==> src/rtl/cfg_req_rr_arbiter_pkg.sv <==
// Shared config-bus types for the 32-bit config request arbiter.
// Request/ack bundles, arbiter states and small decode helpers.
package cfg_req_rr_arbiter_pkg;

    typedef enum logic [3:0] {
        MRD   = 4'h0,
        MWR   = 4'h1,
        IORD  = 4'h2,
        IOWR  = 4'h3,
        CFGRD = 4'h4,
        CFGWR = 4'h5,
        CRRD  = 4'h6,
        CRWR  = 4'h7
    } cfg_opcode_t;

    // 108 bits: valid + opcode + 48b addr + be + data + sai + fid + bar
    typedef struct packed {
        logic        valid;
        cfg_opcode_t opcode;
        logic [47:0] addr;
        logic [3:0]  be;
        logic [31:0] data;
        logic [7:0]  sai;
        logic [7:0]  fid;
        logic [2:0]  bar;
    } cfg_req_32bit_t;

    // 37 bits: four completion flags + sai status + read data
    typedef struct packed {
        logic        read_valid;
        logic        read_miss;
        logic        write_valid;
        logic        write_miss;
        logic        sai_successfull;
        logic [31:0] data;
    } cfg_ack_32bit_t;

    typedef enum logic [1:0] {
        IDLE,
        ISSUE,
        RESP
    } arb_state_t;

    function automatic logic f_cfg_ack_done(input cfg_ack_32bit_t a);
        return a.read_valid | a.read_miss | a.write_valid | a.write_miss;
    endfunction

    function automatic logic f_cfg_is_read(input cfg_opcode_t op);
        return ~op[0];
    endfunction

endpackage

==> src/rtl/cfg_rr_pick.sv <==
// Combinational round-robin picker: first valid index at or above
// ptr_i, wrapping modulo N.
module cfg_rr_pick #(
    parameter int N = 4
) (
    input  logic [N-1:0]         valid_i,
    input  logic [$clog2(N)-1:0] ptr_i,
    output logic [$clog2(N)-1:0] winner_o,
    output logic                 any_valid_o
);

    localparam int W = $clog2(N);

    int idx;

    always_comb begin
        winner_o    = '0;
        any_valid_o = 1'b0;
        idx         = 0;
        for (int k = 0; k < N; k++) begin
            idx = (int'(ptr_i) + k) % N;
            if (!any_valid_o && valid_i[idx[W-1:0]]) begin
                winner_o    = idx[W-1:0];
                any_valid_o = 1'b1;
            end
        end
    end

endmodule

==> src/rtl/cfg_req_rr_arbiter.sv <==
// Round-robin share of one 32-bit config target between N_REQ masters,
// one transaction at a time, with a timeout for a hung target.
module cfg_req_rr_arbiter
    import cfg_req_rr_arbiter_pkg::*;
#(
    parameter int N_REQ       = 4,
    parameter int TIMEOUT_CYC = 1024
) (
    input  logic                     clk,
    input  logic                     rst,
    input  cfg_req_32bit_t           req_in [N_REQ],
    output cfg_ack_32bit_t           ack_out [N_REQ],
    output cfg_req_32bit_t           tgt_req,
    input  cfg_ack_32bit_t           tgt_ack,
    output logic                     busy,
    output logic [$clog2(N_REQ)-1:0] grant_id,
    output logic                     timeout_pulse,
    output logic                     stray_ack_pulse
);

    localparam int GW   = $clog2(N_REQ);
    localparam int TO_W = (TIMEOUT_CYC > 0) ? $clog2(TIMEOUT_CYC + 1) : 1;
    localparam bit TO_EN = (TIMEOUT_CYC != 0);
    localparam logic [TO_W-1:0] TO_LAST = TO_W'(TIMEOUT_CYC - 1);

    arb_state_t     state_q, state_d;
    logic [GW-1:0]  rr_ptr_q, rr_ptr_d;
    logic [GW-1:0]  grant_q, grant_d;
    logic [TO_W-1:0] cnt_q, cnt_d;
    cfg_req_32bit_t tgt_q, tgt_d;
    cfg_ack_32bit_t ack_q [N_REQ];
    cfg_ack_32bit_t ack_d [N_REQ];

    logic [N_REQ-1:0] req_valid;
    logic [GW-1:0]    win;
    logic             any_valid;
    logic             done;
    logic             to_fire;
    cfg_ack_32bit_t   syn_ack;

    always_comb begin
        req_valid = '0;
        for (int i = 0; i < N_REQ; i++) begin
            req_valid[i] = req_in[i].valid;
        end
    end

    cfg_rr_pick #(
        .N (N_REQ)
    ) u_pick (
        .valid_i     (req_valid),
        .ptr_i       (rr_ptr_q),
        .winner_o    (win),
        .any_valid_o (any_valid)
    );

    assign done = f_cfg_ack_done(tgt_ack);

    // Miss flavour follows the opcode of the transaction still on the bus
    always_comb begin
        syn_ack            = '0;
        syn_ack.read_miss  = f_cfg_is_read(tgt_q.opcode);
        syn_ack.write_miss = ~f_cfg_is_read(tgt_q.opcode);
    end

    always_comb begin
        state_d  = state_q;
        rr_ptr_d = rr_ptr_q;
        grant_d  = grant_q;
        cnt_d    = cnt_q;
        tgt_d    = tgt_q;
        ack_d    = ack_q;
        to_fire  = 1'b0;
        unique case (state_q)
            IDLE: begin
                if (any_valid) begin
                    tgt_d       = req_in[win];
                    tgt_d.valid = 1'b1;
                    grant_d     = win;
                    rr_ptr_d    = (win == GW'(N_REQ - 1)) ? '0 : win + 1'b1;
                    cnt_d       = '0;
                    state_d     = ISSUE;
                end
            end
            ISSUE: begin
                if (TO_EN) cnt_d = cnt_q + 1'b1;
                // A real ack beats a timeout expiring in the same cycle
                if (done) begin
                    ack_d[grant_q] = tgt_ack;
                    tgt_d.valid    = 1'b0;
                    state_d        = RESP;
                end else if (TO_EN && cnt_q == TO_LAST) begin
                    ack_d[grant_q] = syn_ack;
                    to_fire        = 1'b1;
                    tgt_d.valid    = 1'b0;
                    state_d        = RESP;
                end
            end
            RESP: begin
                ack_d   = '{default: '0};
                cnt_d   = '0;
                state_d = IDLE;
            end
            default: begin
                state_d = IDLE;
            end
        endcase
    end

    always_ff @(posedge clk) begin
        if (rst) begin
            state_q  <= IDLE;
            rr_ptr_q <= '0;
            grant_q  <= '0;
            cnt_q    <= '0;
            tgt_q    <= '0;
            ack_q    <= '{default: '0};
        end else begin
            state_q  <= state_d;
            rr_ptr_q <= rr_ptr_d;
            grant_q  <= grant_d;
            cnt_q    <= cnt_d;
            tgt_q    <= tgt_d;
            ack_q    <= ack_d;
        end
    end

    assign ack_out         = ack_q;
    assign tgt_req         = tgt_q;
    assign busy            = (state_q != IDLE);
    assign grant_id        = grant_q;
    assign timeout_pulse   = to_fire;
    assign stray_ack_pulse = done && (state_q != ISSUE);

    always_ff @(posedge clk) begin
        if (!rst && state_q == ISSUE)
            assert (req_in[grant_q].valid)
            else $error("cfg_req_rr_arbiter: requester %0d dropped valid while granted", grant_q);
    end

endmodule

==> config.mk <==
export PLATFORM = sky130hd
export DESIGN_NAME = cfg_req_rr_arbiter
export DESIGN_NICKNAME = d
export VERILOG_FILES = /design/src/rtl/cfg_req_rr_arbiter_pkg.sv /design/src/rtl/cfg_rr_pick.sv /design/src/rtl/cfg_req_rr_arbiter.sv
export SDC_FILE = /design/constraint.sdc
export NUM_CORES = 1
export LEC_CHECK = 0
export CAP_MARGIN = 20
export CELL_PAD_IN_SITES_DETAIL_PLACEMENT = 1
export CELL_PAD_IN_SITES_GLOBAL_PLACEMENT = 1
export CORE_AREA = 2 2 283 285
export DETAILED_ROUTE_END_ITERATION = 8
export DIE_AREA = 0 0 285 287
export PLACE_DENSITY = 0.6
export SETUP_SLACK_MARGIN = 0.1
export SYNTH_ARGS = -nofsm -noshare
export SYNTH_HDL_FRONTEND = slang
export SYNTH_SLANG_ARGS = --single-unit
==> constraint.sdc <==
create_clock -name clk -period 2.2 [get_ports clk]
set_input_delay 0.22 -clock clk [delete_from_list [all_inputs] [get_ports clk]]
set_output_delay 0.22 -clock clk [all_outputs]
set_load 0.02 [all_outputs]
==> results of run 1 <==
per-layer routing:
| metal | GRT usage (%) | vias up | part of all wire [%] | routed length, um |
|---|---|---|---|---|
| met5 | 0 | - | 0.023 | 16 |
| met4 | 4.987 | 2 | 3.2 | 2171 |
| met3 | 4.675 | 100 | 6.8 | 4627 |
| met2 | 28.82 | 488 | 52 | 35450 |
| met1 | 16.80 | 5958 | 38 | 26080 |
| li1 | - | 5805 | - | - |
stage by stage:
step / util [%] / power, mW
after floorplan: - / 8.402
after global placement: 26.79 / 11.78
after detailed placement: 26.79 / 11.86
after CTS: 29.39 / 18.34
after global routing: 30.53 / 19.05
final: 30.53 / 18.23
worst paths after layout:
path | from | end | slack [ns]
worst min register to register | ack_out[45]$_SDFFE_PP0P_ | ack_out[45]$_SDFFE_PP0P_ | 0.46
worst min-delay path | req_in[312] | tgt_req[96]$_SDFFE_PP0P_ | 0.35
worst max register to register | cnt_q[8]$_SDFFE_PP0P_ | ack_out[84]$_SDFFE_PP0P_ | -0.02
worst max-delay path | cnt_q[8]$_SDFFE_PP0P_ | ack_out[84]$_SDFFE_PP0P_ | -0.02
cells by family (layout without fill, tap and decap cells):
| kind of cell | count (synthesis) | in the layout |
|---|---|---|
| buf+inv | 98 | 917 |
| fa+ha+maj | 4 | 4 |
| mux | 216 | 216 |
| compound gates | 282 | 282 |
| flops | 273 | 273 |
| xor+xnor | 10 | 10 |
| simple gates | 219 | 219 |
| other cells | 0 | 3 |
registers in the layout (all words and copies together) (netlist names):
signal and flops:
ack_out 148, tgt_req 108, cnt_q 11, grant_id 2, rr_ptr_q 2, state_q 2
cell usage in the layout, fill, tap and decap left out, types with 28 or more instances in the layout:
| master | Yosys | routed |
|---|---|---|
| sky130_fd_sc_hd__buf_12 | 0 | 34 |
| sky130_fd_sc_hd__mux2i_1 | 216 | 213 |
| sky130_fd_sc_hd__o2bb2ai_2 | 0 | 56 |
| sky130_fd_sc_hd__nand2_1 | 150 | 150 |
| sky130_fd_sc_hd__buf_4 | 0 | 58 |
| sky130_fd_sc_hd__a2bb2o_1 | 60 | 28 |
| sky130_fd_sc_hd__clkbuf_16 | 0 | 40 |
| sky130_fd_sc_hd__dfxtp_1 | 273 | 267 |
| sky130_fd_sc_hd__o221ai_1 | 107 | 107 |
| sky130_fd_sc_hd__a2bb2o_4 | 0 | 31 |
| sky130_fd_sc_hd__clkdlybuf4s50_1 | 0 | 721 |
timing repair:
action,4_1_cts,5_1_grt
gates cloned,7,7
endpoints found under the hold margin,0,0
resized for setup,146,97
pin swaps,5,39
endpoints found under the setup margin,84,159
setup buffers,5,0
area by class of cell:
type | instances | area share (%)
multi-input cells | 731 | 29.48
diodes | 3 | 0.03128
repair buffers | 847 | 37.13
clock inverters | 16 | 0.9698
inverters | 8 | 0.1251
flip-flops and latches | 273 | 22.81
well taps | 1050 | 5.474
clock buffers | 46 | 3.989
Yosys cell counts (all sizes together):
cell and n:
o21bai 2, nand2b 5, nand4 4, ha 4, o21ai 6, o2bb2ai 85, or4 2, buf 41
a2bb2oi 1, a21oi 12, nor4b 1, nor2 34, mux2i 216, a22oi 1, a311oi 1, nor3 2
nand3 2, clkbuf 49, a2111oi 2, or3 2, nand2 154, dfxtp 273, a2bb2o 63, nor4 3
and2 4, xor2 7, o221ai 107, o22a 1, nor2b 5, inv 8, a21o 1, xnor2 3
and2b 1
critical path: cells and delay by family, from the launching register on:
kind	cells	cell delay [ns]
compound gates	2	0.43
buf+inv	4	0.62
flops	1	0.35
simple gates	3	0.72
power groups by stage:
stage	sequential, mW	clock, mW	combinational, mW
2_1_floorplan	6.54	0	1.86
3_3_place_gp	5.96	0	5.82
3_5_place_dp	5.97	0	5.90
4_1_cts	5.88	6.22	6.24
5_1_grt	5.97	6.38	6.69
6_report	5.90	6.00	6.34
==> impl_metrics.prom, run 1 <==
# TYPE chip_impl_metric gauge
chip_impl_metric{name="clock_latency_reported_for_the_late_side_of_the_worst_skew_pair",unit="ns"} 0.56
chip_impl_metric{name="clk_path_buf_depth",unit=""} 3
chip_impl_metric{name="grt_start_max_net_pins",unit=""} 43
chip_impl_metric{name="cpPeakStageDelay",unit="ns"} 0.53
chip_impl_metric{name="yosys_register_bits",unit=""} 273
chip_impl_info{name="critical_path.most_common_cell",value="sky130_fd_sc_hd__buf_12"} 1
chip_impl_metric{name="synth-seq-area-share",unit="%"} 46.77
chip_impl_metric{name="floorplan.die_area",unit="um2"} 81800
chip_impl_metric{name="floorplan.initialDensity",unit="%"} 14.87
chip_impl_metric{name="die_height",unit="um"} 287
chip_impl_metric{name="fp-row-count",unit=""} 103
chip_impl_metric{name="fin_crit_sh",unit="%"} 100.7
chip_impl_metric{name="synthesized_net_count",unit=""} 1577
chip_impl_metric{name="finish.cell_count_without_fillers",unit=""} 2974
chip_impl_metric{name="boundaryPins",unit=""} 732
chip_impl_metric{name="synth_largest_type_area_fraction",unit="%"} 46.77
chip_impl_info{name="crit_path_top_delay_cell",value="sky130_fd_sc_hd__or4_4"} 1
chip_impl_metric{name="crit_path_max_fanout",unit=""} 14
chip_impl_metric{name="timing.hold.ws",unit="ns"} 0.3548
chip_impl_metric{name="place.port_buffers",unit=""} 731
chip_impl_metric{name="slew_viol_final",unit=""} 0
chip_impl_metric{name="synthMuxAreaShare",unit="%"} 18.50
chip_impl_metric{name="ys.warnings.count",unit=""} 0
chip_impl_metric{name="area_delta_synth_final",unit="%"} 105.4
chip_impl_metric{name="pwr_density_cell",unit="nW/um2"} 759.7
chip_impl_metric{name="yosys.area_share.xor_xnor",unit="%"} 0.7495
chip_impl_metric{name="power.internal",unit="mW"} 12.27
chip_impl_metric{name="number_of_global_route_vias_before_repair",unit=""} 13670
chip_impl_metric{name="drt-wirelength-per-cell",unit="um"} 22.98
chip_impl_metric{name="crit_arrival",unit="ns"} 2.71
chip_impl_metric{name="tritoncts.num_buffers",unit=""} 35
chip_impl_metric{name="synth_simple_gate_area_share",unit="%"} 8.073
chip_impl_info{name="post-synth-top-area-cell",value="sky130_fd_sc_hd__dfxtp_1"} 1
chip_impl_metric{name="route.detailed.drc",unit=""} 0
chip_impl_metric{name="synthCells",unit=""} 1102
chip_impl_metric{name="ant_nets",unit=""} 0
chip_impl_metric{name="dr.first_iter.drc_count",unit=""} 285
chip_impl_metric{name="antenna_violations_before_repair",unit=""} 5
chip_impl_metric{name="fin_area",unit="um2"} 24000
chip_impl_metric{name="avgViaCountPerCell",unit=""} 4.154
chip_impl_metric{name="worst-r2r-cell-count",unit=""} 9
chip_impl_metric{name="p_leak",unit="nW"} 8.932
chip_impl_metric{name="final_hold_viol_count",unit=""} 0
chip_impl_info{name="dominant_combinational_cell_family_by_area_after_synthesis",value="compound AO/OA/AOI/OAI gates"} 1
chip_impl_metric{name="core_area",unit="um2"} 78610
chip_impl_metric{name="grt_use_total",unit="%"} 15.54
chip_impl_metric{name="detailedPlacementHpwl",unit="um"} 52750
chip_impl_info{name="worst_hold_path_type",value="in -> reg"} 1
chip_impl_metric{name="globalRoute.totalOverflow",unit=""} 0
chip_impl_metric{name="netSwitchingPower",unit="mW"} 5.967
chip_impl_info{name="worst_setup_sp_type",value="flip-flop"} 1
chip_impl_metric{name="routed_wl",unit="um"} 68340
chip_impl_metric{name="critical_path_required",unit="ns"} 2.69
chip_impl_metric{name="multi_input_gate_area",unit="um2"} 7074
chip_impl_metric{name="synth.cell_area",unit="um2"} 11690
chip_impl_metric{name="finClkSkew",unit="ns"} 0.01688
chip_impl_metric{name="via_count",unit=""} 12350
chip_impl_metric{name="period_minus_slack",unit="ns"} 2.215
chip_impl_metric{name="layout.filler_cells",unit=""} 8759
chip_impl_info{name="root_cell_of_the_clock_tree",value="sky130_fd_sc_hd__clkbuf_16"} 1
chip_impl_metric{name="grt_pass1_wl",unit="um"} 94180
chip_impl_metric{name="register_area",unit="um2"} 5473
chip_impl_metric{name="detailedRoute.firstPassIterationCount",unit=""} 4
chip_impl_metric{name="number_of_instances_in_the_placed_design",unit=""} 2890
chip_impl_info{name="crit_path_end_kind",value="flip-flop"} 1
chip_impl_metric{name="setup-violations-final",unit=""} 12
chip_impl_info{name="outcome",value="complete, but fails checks"} 1
chip_impl_metric{name="final_critical_path_setup_slack",unit="ns"} -0.01507
chip_impl_metric{name="die_width",unit="um"} 285
chip_impl_metric{name="combPwrFrac",unit="%"} 34.8
chip_impl_metric{name="num-nets-final",unit=""} 2371
chip_impl_metric{name="synth_compound_gate_area_share",unit="%"} 21.32
chip_impl_metric{name="timing.max_cap.violations",unit=""} 0
chip_impl_metric{name="ys_types",unit=""} 45
chip_impl_metric{name="cts.sinks",unit=""} 273
chip_impl_metric{name="cts_max_level",unit=""} 2
chip_impl_metric{name="layout-drive-gt1-share",unit="%"} 17.02
chip_impl_metric{name="gpl.final_weighted_congestion",unit=""} 0.9099
chip_impl_metric{name="vdd_ir_drop_max",unit="V"} 0.0004142
chip_impl_metric{name="avg_synthesized_cell_area",unit="um2"} 10.60
chip_impl_metric{name="worstMarginPinSlew",unit="ns"} 0.8449
chip_impl_info{name="grt_setup_unrepaired",value="true"} 1
chip_impl_metric{name="ctsHoldBuffers",unit=""} 0
chip_impl_metric{name="clkPwrFrac",unit="%"} 32.9
chip_impl_metric{name="worst_hold_path.num_cells",unit=""} 3
chip_impl_metric{name="power.share.switching",unit="%"} 32.73
chip_impl_metric{name="setup_total_negative_slack",unit="ns"} -0.09700
chip_impl_info{name="clock_tree_from_tritoncts",value="done"} 1
chip_impl_metric{name="share_seq_of_total_power",unit="%"} 32.3
chip_impl_metric{name="path_clk_slew",unit="ns"} 0.06
chip_impl_info{name="violations_in_the_final_reports",value="setup timing"} 1
chip_impl_info{name="critPathKind",value="reg -> reg"} 1
chip_impl_metric{name="max_freq",unit="MHz"} 451.5
chip_impl_metric{name="slew_headroom",unit="%"} 43.56
chip_impl_metric{name="synth_adder_area_share",unit="%"} 0.4283
chip_impl_info{name="synthTopCellsByArea",value="sky130_fd_sc_hd__dfxtp_1, sky130_fd_sc_hd__mux2i_1, sky130_fd_sc_hd__o221ai_1"} 1
chip_impl_info{name="ordered_cell_list_for_the_critical_path",value="nand4_4 -> or4_4 -> buf_8 -> buf_12 -> a21oi_4 -> buf_6 -> nand2_8 -> buf_12 -> a2bb2o_4"} 1
chip_impl_metric{name="placed_cell_areas",unit="um2"} 21060
chip_impl_metric{name="place_worst_setup_slack",unit="ns"} -0.2725
Note: power is estimated with default switching activity, not from simulation.
==> inputs of run 2 (changes only) <==
PLACE_DENSITY = 0.62   (was 0.6)
SETUP_SLACK_MARGIN = unset   (was 0.1)
clock period = 1.85 ns   (was 2.2 ns; I/O delays follow)
==> run 2 against run 1 <==
The run still ends with setup timing left. Setup slack worse by 0.25 ns. Critical path depth is 2 lower. Critical path type unchanged. Largest power group unchanged. Clock skew increased by 0.0052 ns. Cell area rose by 16%. Power grew 34%. Via count rose by 11%. Sequential power up 20%. Register-to-register slack worse by 0.25 ns. First-iteration DRC count increased by 92%.
==> impl_metrics.prom, run 2 (synthesis results as in run 1) <==
# TYPE chip_impl_metric gauge
chip_impl_metric{name="cts_max_level",unit=""} 2
chip_impl_metric{name="floorplan.die_area",unit="um2"} 81800
chip_impl_metric{name="via_count",unit=""} 13680
chip_impl_metric{name="dr.first_iter.drc_count",unit=""} 548
chip_impl_metric{name="worstMarginPinSlew",unit="ns"} 0.7134
chip_impl_info{name="worst_setup_sp_type",value="flip-flop"} 1
chip_impl_info{name="crit_path_end_kind",value="flip-flop"} 1
chip_impl_metric{name="grt_pass1_wl",unit="um"} 110100
chip_impl_info{name="violations_in_the_final_reports",value="setup timing"} 1
chip_impl_metric{name="layout-drive-gt1-share",unit="%"} 33.99
chip_impl_metric{name="critical_path_required",unit="ns"} 2.29
chip_impl_info{name="mostFrequentLayoutCells",value="sky130_fd_sc_hd__clkdlybuf4s50_1, sky130_fd_sc_hd__dfxtp_1, sky130_fd_sc_hd__nand2_1"} 1
chip_impl_metric{name="crit_path_max_fanout",unit=""} 10
chip_impl_metric{name="pwr_density_cell",unit="nW/um2"} 879.4
chip_impl_metric{name="antenna_violations_before_repair",unit=""} 18
chip_impl_metric{name="place_worst_setup_slack",unit="ns"} -0.5953
chip_impl_info{name="outcome",value="complete, but fails checks"} 1
chip_impl_metric{name="area_delta_synth_final",unit="%"} 137.3
chip_impl_info{name="worst_setup_path_startpoint",value="cnt_q[7]$_SDFFE_PP0P_"} 1
chip_impl_metric{name="routed_wl",unit="um"} 84380
chip_impl_metric{name="vdd_ir_drop_max",unit="V"} 0.0004592
chip_impl_metric{name="timing.max_cap.violations",unit=""} 0
chip_impl_metric{name="slew_headroom",unit="%"} 52.34
chip_impl_metric{name="grt_use_total",unit="%"} 18.58
chip_impl_info{name="worst_hold_path_type",value="in -> reg"} 1
chip_impl_info{name="ordered_cell_list_for_the_critical_path",value="nand4_4 -> or4_4 -> buf_4 -> a21oi_4 -> nor2_4 -> buf_12 -> a2bb2o_1"} 1
chip_impl_metric{name="slew_viol_final",unit=""} 0
chip_impl_metric{name="boundaryPins",unit=""} 732
chip_impl_metric{name="largest_reg_flops",unit=""} 148
chip_impl_metric{name="number_of_global_route_vias_before_repair",unit=""} 14980
chip_impl_metric{name="period_minus_slack",unit="ns"} 2.114
chip_impl_metric{name="final_critical_path_setup_slack",unit="ns"} -0.2641
chip_impl_metric{name="core_area",unit="um2"} 78610
chip_impl_metric{name="timing.hold.ws",unit="ns"} 0.3179
chip_impl_info{name="crit_path_top_delay_cell",value="sky130_fd_sc_hd__or4_4"} 1
chip_impl_metric{name="route.detailed.drc",unit=""} 0
chip_impl_metric{name="setup-violations-final",unit=""} 260
chip_impl_info{name="clock_tree_from_tritoncts",value="done"} 1
chip_impl_metric{name="final_hold_viol_count",unit=""} 0
chip_impl_info{name="critPathKind",value="reg -> reg"} 1
chip_impl_info{name="grt_setup_unrepaired",value="true"} 1
chip_impl_metric{name="crit_arrival",unit="ns"} 2.56
chip_impl_metric{name="cpPeakStageDelay",unit="ns"} 0.60
chip_impl_info{name="hold_start",value="req_in[374]"} 1
chip_impl_metric{name="detailedRoute.firstPassIterationCount",unit=""} 6
chip_impl_metric{name="ant_nets",unit=""} 0
chip_impl_metric{name="ctsHoldBuffers",unit=""} 0
chip_impl_info{name="root_cell_of_the_clock_tree",value="sky130_fd_sc_hd__clkbuf_16"} 1
chip_impl_metric{name="fin_crit_sh",unit="%"} 114.3
chip_impl_metric{name="layout.filler_cells",unit=""} 8425
chip_impl_metric{name="p_leak",unit="nW"} 10.22
chip_impl_metric{name="drt-wirelength-per-cell",unit="um"} 26.92
chip_impl_metric{name="fp-row-count",unit=""} 103
chip_impl_metric{name="die_height",unit="um"} 287
chip_impl_metric{name="die_width",unit="um"} 285
chip_impl_metric{name="avgViaCountPerCell",unit=""} 4.363
chip_impl_info{name="timing.rr.start",value="cnt_q[7]$_SDFFE_PP0P_"} 1
chip_impl_metric{name="grt_start_max_net_pins",unit=""} 41
chip_impl_metric{name="num-nets-final",unit=""} 2523
chip_impl_metric{name="tritoncts.num_buffers",unit=""} 35
chip_impl_metric{name="place.port_buffers",unit=""} 731
chip_impl_metric{name="clk_path_buf_depth",unit=""} 3
chip_impl_metric{name="finClkSkew",unit="ns"} 0.02205
chip_impl_metric{name="detailedPlacementHpwl",unit="um"} 57780
chip_impl_metric{name="gpl.final_weighted_congestion",unit=""} 0.9127
chip_impl_metric{name="floorplan.initialDensity",unit="%"} 14.87
chip_impl_info{name="final_common_cell",value="sky130_fd_sc_hd__clkdlybuf4s50_1"} 1
chip_impl_metric{name="totalPowerFinal",unit="mW"} 24.39
chip_impl_metric{name="max_freq",unit="MHz"} 473.0
chip_impl_metric{name="cts.sinks",unit=""} 273
chip_impl_metric{name="path_clk_slew",unit="ns"} 0.06
chip_impl_metric{name="clock_latency_reported_for_the_late_side_of_the_worst_skew_pair",unit="ns"} 0.55
chip_impl_metric{name="globalRoute.totalOverflow",unit=""} 0
run 2: cell type report:
type / count / area [um2] / share of cell area, %
Timing Repair Buffer: 998 / 11070 / 39.92
Multi-Input combinational cell: 732 / 8645 / 31.17
Sequential cell: 273 / 5483 / 19.77
Tap cell: 1050 / 1314 / 4.737
Clock buffer: 54 / 1047 / 3.776
Clock inverter: 9 / 115.1 / 0.4150
Inverter: 8 / 35.03 / 0.1263
Antenna cell: 10 / 25.02 / 0.09023
run 2: per-layer routing:
layer / vias to the layer above / GRT usage [%] / share of wire, %
met5: - / 0.1744 / 0.082
met1: 6707 / 19.97 / 37
met2: 653 / 32.05 / 50
li1: 6140 / - / -
met4: 10 / 10.80 / 5.5
met3: 165 / 5.976 / 8.1
run 2: worst max-delay path: cells and delay by family (launching register included):
family / cells / cell delay (ns)
simple gates: 3 / 0.82
compound gates: 2 / 0.46
buf+inv: 2 / 0.36
flops: 1 / 0.35
run 2: final timing paths:
| kind | cells past startpoint | slack (ns) | endpoint |
|---|---|---|---|
| setup / recovery | 7 | -0.26 | ack_out[74]$_SDFFE_PP0P_ |
| hold / removal | 3 | 0.32 | tgt_req[50]$_SDFFE_PP0P_ |
| setup reg to reg | 7 | -0.26 | ack_out[74]$_SDFFE_PP0P_ |
| hold reg to reg | 1 | 0.47 | ack_out[146]$_SDFFE_PP0P_ |
run 2: power by group:
group	switching (mW)	total, mW	internal (mW)	leakage [nW]
logic	4.89	10.3	5.41	7.43
clock network	2.92	7.00	4.08	0.560
registers	0.529	7.09	6.56	2.23
total	8.35	24.4	16.0	10.2
run 2: timing repair:
action | in CTS | in global routing
pin swaps | 96 | 79
buffers inserted | 58 | 16
resized for setup | 479 | 212
setup endpoints to repair | 293 | 272
gates cloned | 40 | 12
endpoints found under the hold margin | 0 | 0
run 2: through the flow:
step | area, um2 | std cells | utilization, % | setup TNS [ns]
floorplan | 11870 | 1102 | - | -1.543
global placement | 21510 | 2957 | 27.36 | -87.41
detailed placement | 21510 | 2957 | 27.36 | -102.97
finish | 27730 | 3134 | 35.28 | -35.66
CTS | 26320 | 3116 | 33.48 | -36.90
global route | 27720 | 3129 | 35.26 | -49.93
==> inputs of run 3 (changes only) <==
PLACE_DENSITY = unset   (was 0.62)
PLACE_DENSITY_LB_ADDON = 0.1   (was unset)
RECOVER_POWER = 50   (was unset)
==> run 3 against run 2 <==
Clock power grew 13%. Sequential cell count is the same. Routed wire length grew 1.8%. Power shrank 1.4%. Highest routed layer unchanged. The run still ends with setup timing left. Cell count is essentially flat. Worst hold slack lost 0.015 ns. Die area is the same.
==> impl_metrics.prom, run 3 (synthesis results as in run 1) <==
# TYPE chip_impl_metric gauge
chip_impl_info{name="outcome",value="complete, but fails checks"} 1
chip_impl_info{name="violations_in_the_final_reports",value="setup timing"} 1
chip_impl_metric{name="floorplan.initialDensity",unit="%"} 14.87
chip_impl_metric{name="cts.sinks",unit=""} 273
chip_impl_metric{name="utilization",unit="%"} 33.92
chip_impl_info{name="clock_tree_from_tritoncts",value="done"} 1
chip_impl_metric{name="fp-row-count",unit=""} 103
chip_impl_info{name="mostFrequentLayoutCells",value="sky130_fd_sc_hd__clkdlybuf4s50_1, sky130_fd_sc_hd__dfxtp_1, sky130_fd_sc_hd__mux2i_1"} 1
chip_impl_metric{name="tritoncts.num_buffers",unit=""} 38
chip_impl_metric{name="via_count",unit=""} 13270
chip_impl_metric{name="place_worst_setup_slack",unit="ns"} -0.7111
chip_impl_metric{name="max_freq",unit="MHz"} 450.3
chip_impl_metric{name="grt_start_max_net_pins",unit=""} 49
chip_impl_info{name="critPathKind",value="reg -> reg"} 1
chip_impl_metric{name="place.port_buffers",unit=""} 731
chip_impl_metric{name="route.detailed.drc",unit=""} 0
chip_impl_metric{name="slew_viol_final",unit=""} 0
chip_impl_metric{name="setup_total_negative_slack",unit="ns"} -63.35
chip_impl_metric{name="setup-violations-final",unit=""} 260
chip_impl_metric{name="cts_max_level",unit=""} 2
chip_impl_metric{name="totalPowerFinal",unit="mW"} 24.06
chip_impl_metric{name="antenna_violations_before_repair",unit=""} 29
chip_impl_metric{name="crit_arrival",unit="ns"} 2.71
chip_impl_metric{name="detailedPlacementHpwl",unit="um"} 63060
chip_impl_metric{name="drt-wirelength-per-cell",unit="um"} 27.39
chip_impl_info{name="worst_hold_path_type",value="in -> reg"} 1
chip_impl_metric{name="fin_crit_sh",unit="%"} 120.1
chip_impl_metric{name="ctsHoldBuffers",unit=""} 0
chip_impl_metric{name="num-nets-final",unit=""} 2516
chip_impl_metric{name="gpl.final_weighted_congestion",unit=""} 0.8682
chip_impl_metric{name="avgViaCountPerCell",unit=""} 4.231
chip_impl_metric{name="period_minus_slack",unit="ns"} 2.221
chip_impl_metric{name="dr.first_iter.drc_count",unit=""} 378
chip_impl_metric{name="number_of_global_route_vias_before_repair",unit=""} 14150
chip_impl_metric{name="slew_headroom",unit="%"} 53.37
chip_impl_metric{name="crit_path_max_fanout",unit=""} 7
chip_impl_metric{name="final_hold_viol_count",unit=""} 0
chip_impl_info{name="grt_setup_unrepaired",value="true"} 1
chip_impl_metric{name="final_critical_path_setup_slack",unit="ns"} -0.3710
chip_impl_metric{name="floorplan.die_area",unit="um2"} 81800
chip_impl_info{name="root_cell_of_the_clock_tree",value="sky130_fd_sc_hd__clkbuf_16"} 1
chip_impl_metric{name="finClkSkew",unit="ns"} 0.02039
chip_impl_metric{name="grt_use_total",unit="%"} 18.76
chip_impl_metric{name="timing.max_cap.violations",unit=""} 0
chip_impl_metric{name="clock_latency_reported_for_the_late_side_of_the_worst_skew_pair",unit="ns"} 0.56
chip_impl_metric{name="area_delta_synth_final",unit="%"} 128.2
chip_impl_metric{name="die_width",unit="um"} 285
chip_impl_metric{name="boundaryPins",unit=""} 732
chip_impl_metric{name="worstMarginPinSlew",unit="ns"} 0.6980
chip_impl_info{name="final_common_cell",value="sky130_fd_sc_hd__clkdlybuf4s50_1"} 1
chip_impl_metric{name="path_clk_slew",unit="ns"} 0.06
chip_impl_metric{name="die_height",unit="um"} 287
chip_impl_metric{name="ant_nets",unit=""} 0
chip_impl_metric{name="pwr_density_cell",unit="nW/um2"} 902.2
chip_impl_metric{name="globalRoute.totalOverflow",unit=""} 0
chip_impl_info{name="worst_setup_sp_type",value="flip-flop"} 1
chip_impl_info{name="crit_path_end_kind",value="flip-flop"} 1
chip_impl_metric{name="vdd_ir_drop_max",unit="V"} 0.0005448
chip_impl_metric{name="p_leak",unit="nW"} 10.25
chip_impl_metric{name="clk_path_buf_depth",unit=""} 3
chip_impl_metric{name="core_area",unit="um2"} 78610
chip_impl_metric{name="timing.hold.ws",unit="ns"} 0.3028
chip_impl_metric{name="grt_pass1_wl",unit="um"} 109800
chip_impl_metric{name="largest_reg_flops",unit=""} 148
chip_impl_metric{name="detailedRoute.firstPassIterationCount",unit=""} 4
chip_impl_metric{name="critical_path_required",unit="ns"} 2.34
chip_impl_metric{name="routed_wl",unit="um"} 85920
chip_impl_metric{name="layout-drive-gt1-share",unit="%"} 29.52
## run 3: repair_timing
item	4_1_cts	5_1_grt
setup buffers	22	26
gates resized for setup	184	295
endpoints found under the setup margin	263	256
gates cloned	15	35
pin swaps	8	96
## run 3: power breakdown
part	internal [mW]	switching [mW]	leakage [nW]	total (mW)
clock	4.83	3.09	0.660	7.91
combinational	4.69	4.37	7.36	9.05
sequential	6.56	0.541	2.23	7.10
total	16.1	7.99	10.3	24.1
## run 3: layer usage
metal  wire length (um)  vias to the layer above  global-route usage, %
met4               1520                       34                  3.586
met2              44920                      438                  35.16
met1              32390                     6549                  20.01
met5                200                        -                      0
met3               6889                      110                  7.071
li1                   -                     6141                      -
## run 3: cell type report
class / count / area, um2
fill: 8580 / 51940
timing repair buffer: 989 / 10700
multi-input combinational: 731 / 7774
sequential: 273 / 5479
tap: 1050 / 1314
clock buffer: 55 / 1135
clock inverter: 14 / 188.9
antenna: 17 / 42.54
inverter: 8 / 32.53
## run 3: worst max-delay path, stage by stage (launching register included)
cell and delay [ns]:
sky130_fd_sc_hd__dfxtp_2 0.35, sky130_fd_sc_hd__ha_4 0.15, sky130_fd_sc_hd__nand2b_4 0.05, sky130_fd_sc_hd__or4_4 0.54, sky130_fd_sc_hd__buf_8 0.15, sky130_fd_sc_hd__a21oi_4 0.18
sky130_fd_sc_hd__buf_6 0.13, sky130_fd_sc_hd__buf_6 0.10, sky130_fd_sc_hd__nand2_8 0.11, sky130_fd_sc_hd__clkbuf_16 0.20, sky130_fd_sc_hd__a2bb2o_4 0.19
## run 3: path summary, 6_finish.rpt
check	to	from	slack, ns	cells past startpoint
worst max register to register	ack_out[78]$_SDFFE_PP0P_	cnt_q[0]$_SDFFE_PP0P_	-0.37	10
worst max-delay path	ack_out[78]$_SDFFE_PP0P_	cnt_q[0]$_SDFFE_PP0P_	-0.37	10
worst min register to register	ack_out[144]$_SDFFE_PP0P_	ack_out[144]$_SDFFE_PP0P_	0.46	1
worst min-delay path	tgt_req[20]$_SDFFE_PP0P_	req_in[344]	0.30	3
## run 3: metrics by stage
| stage | instance area (um2) | cells |
|---|---|---|
| floorplan | 11870 | 1102 |
| finish | 26670 | 3137 |
| CTS | 24200 | 3064 |
| global route | 26640 | 3124 |
| global placement | 21750 | 2959 |
| detailed placement | 21750 | 2959 |
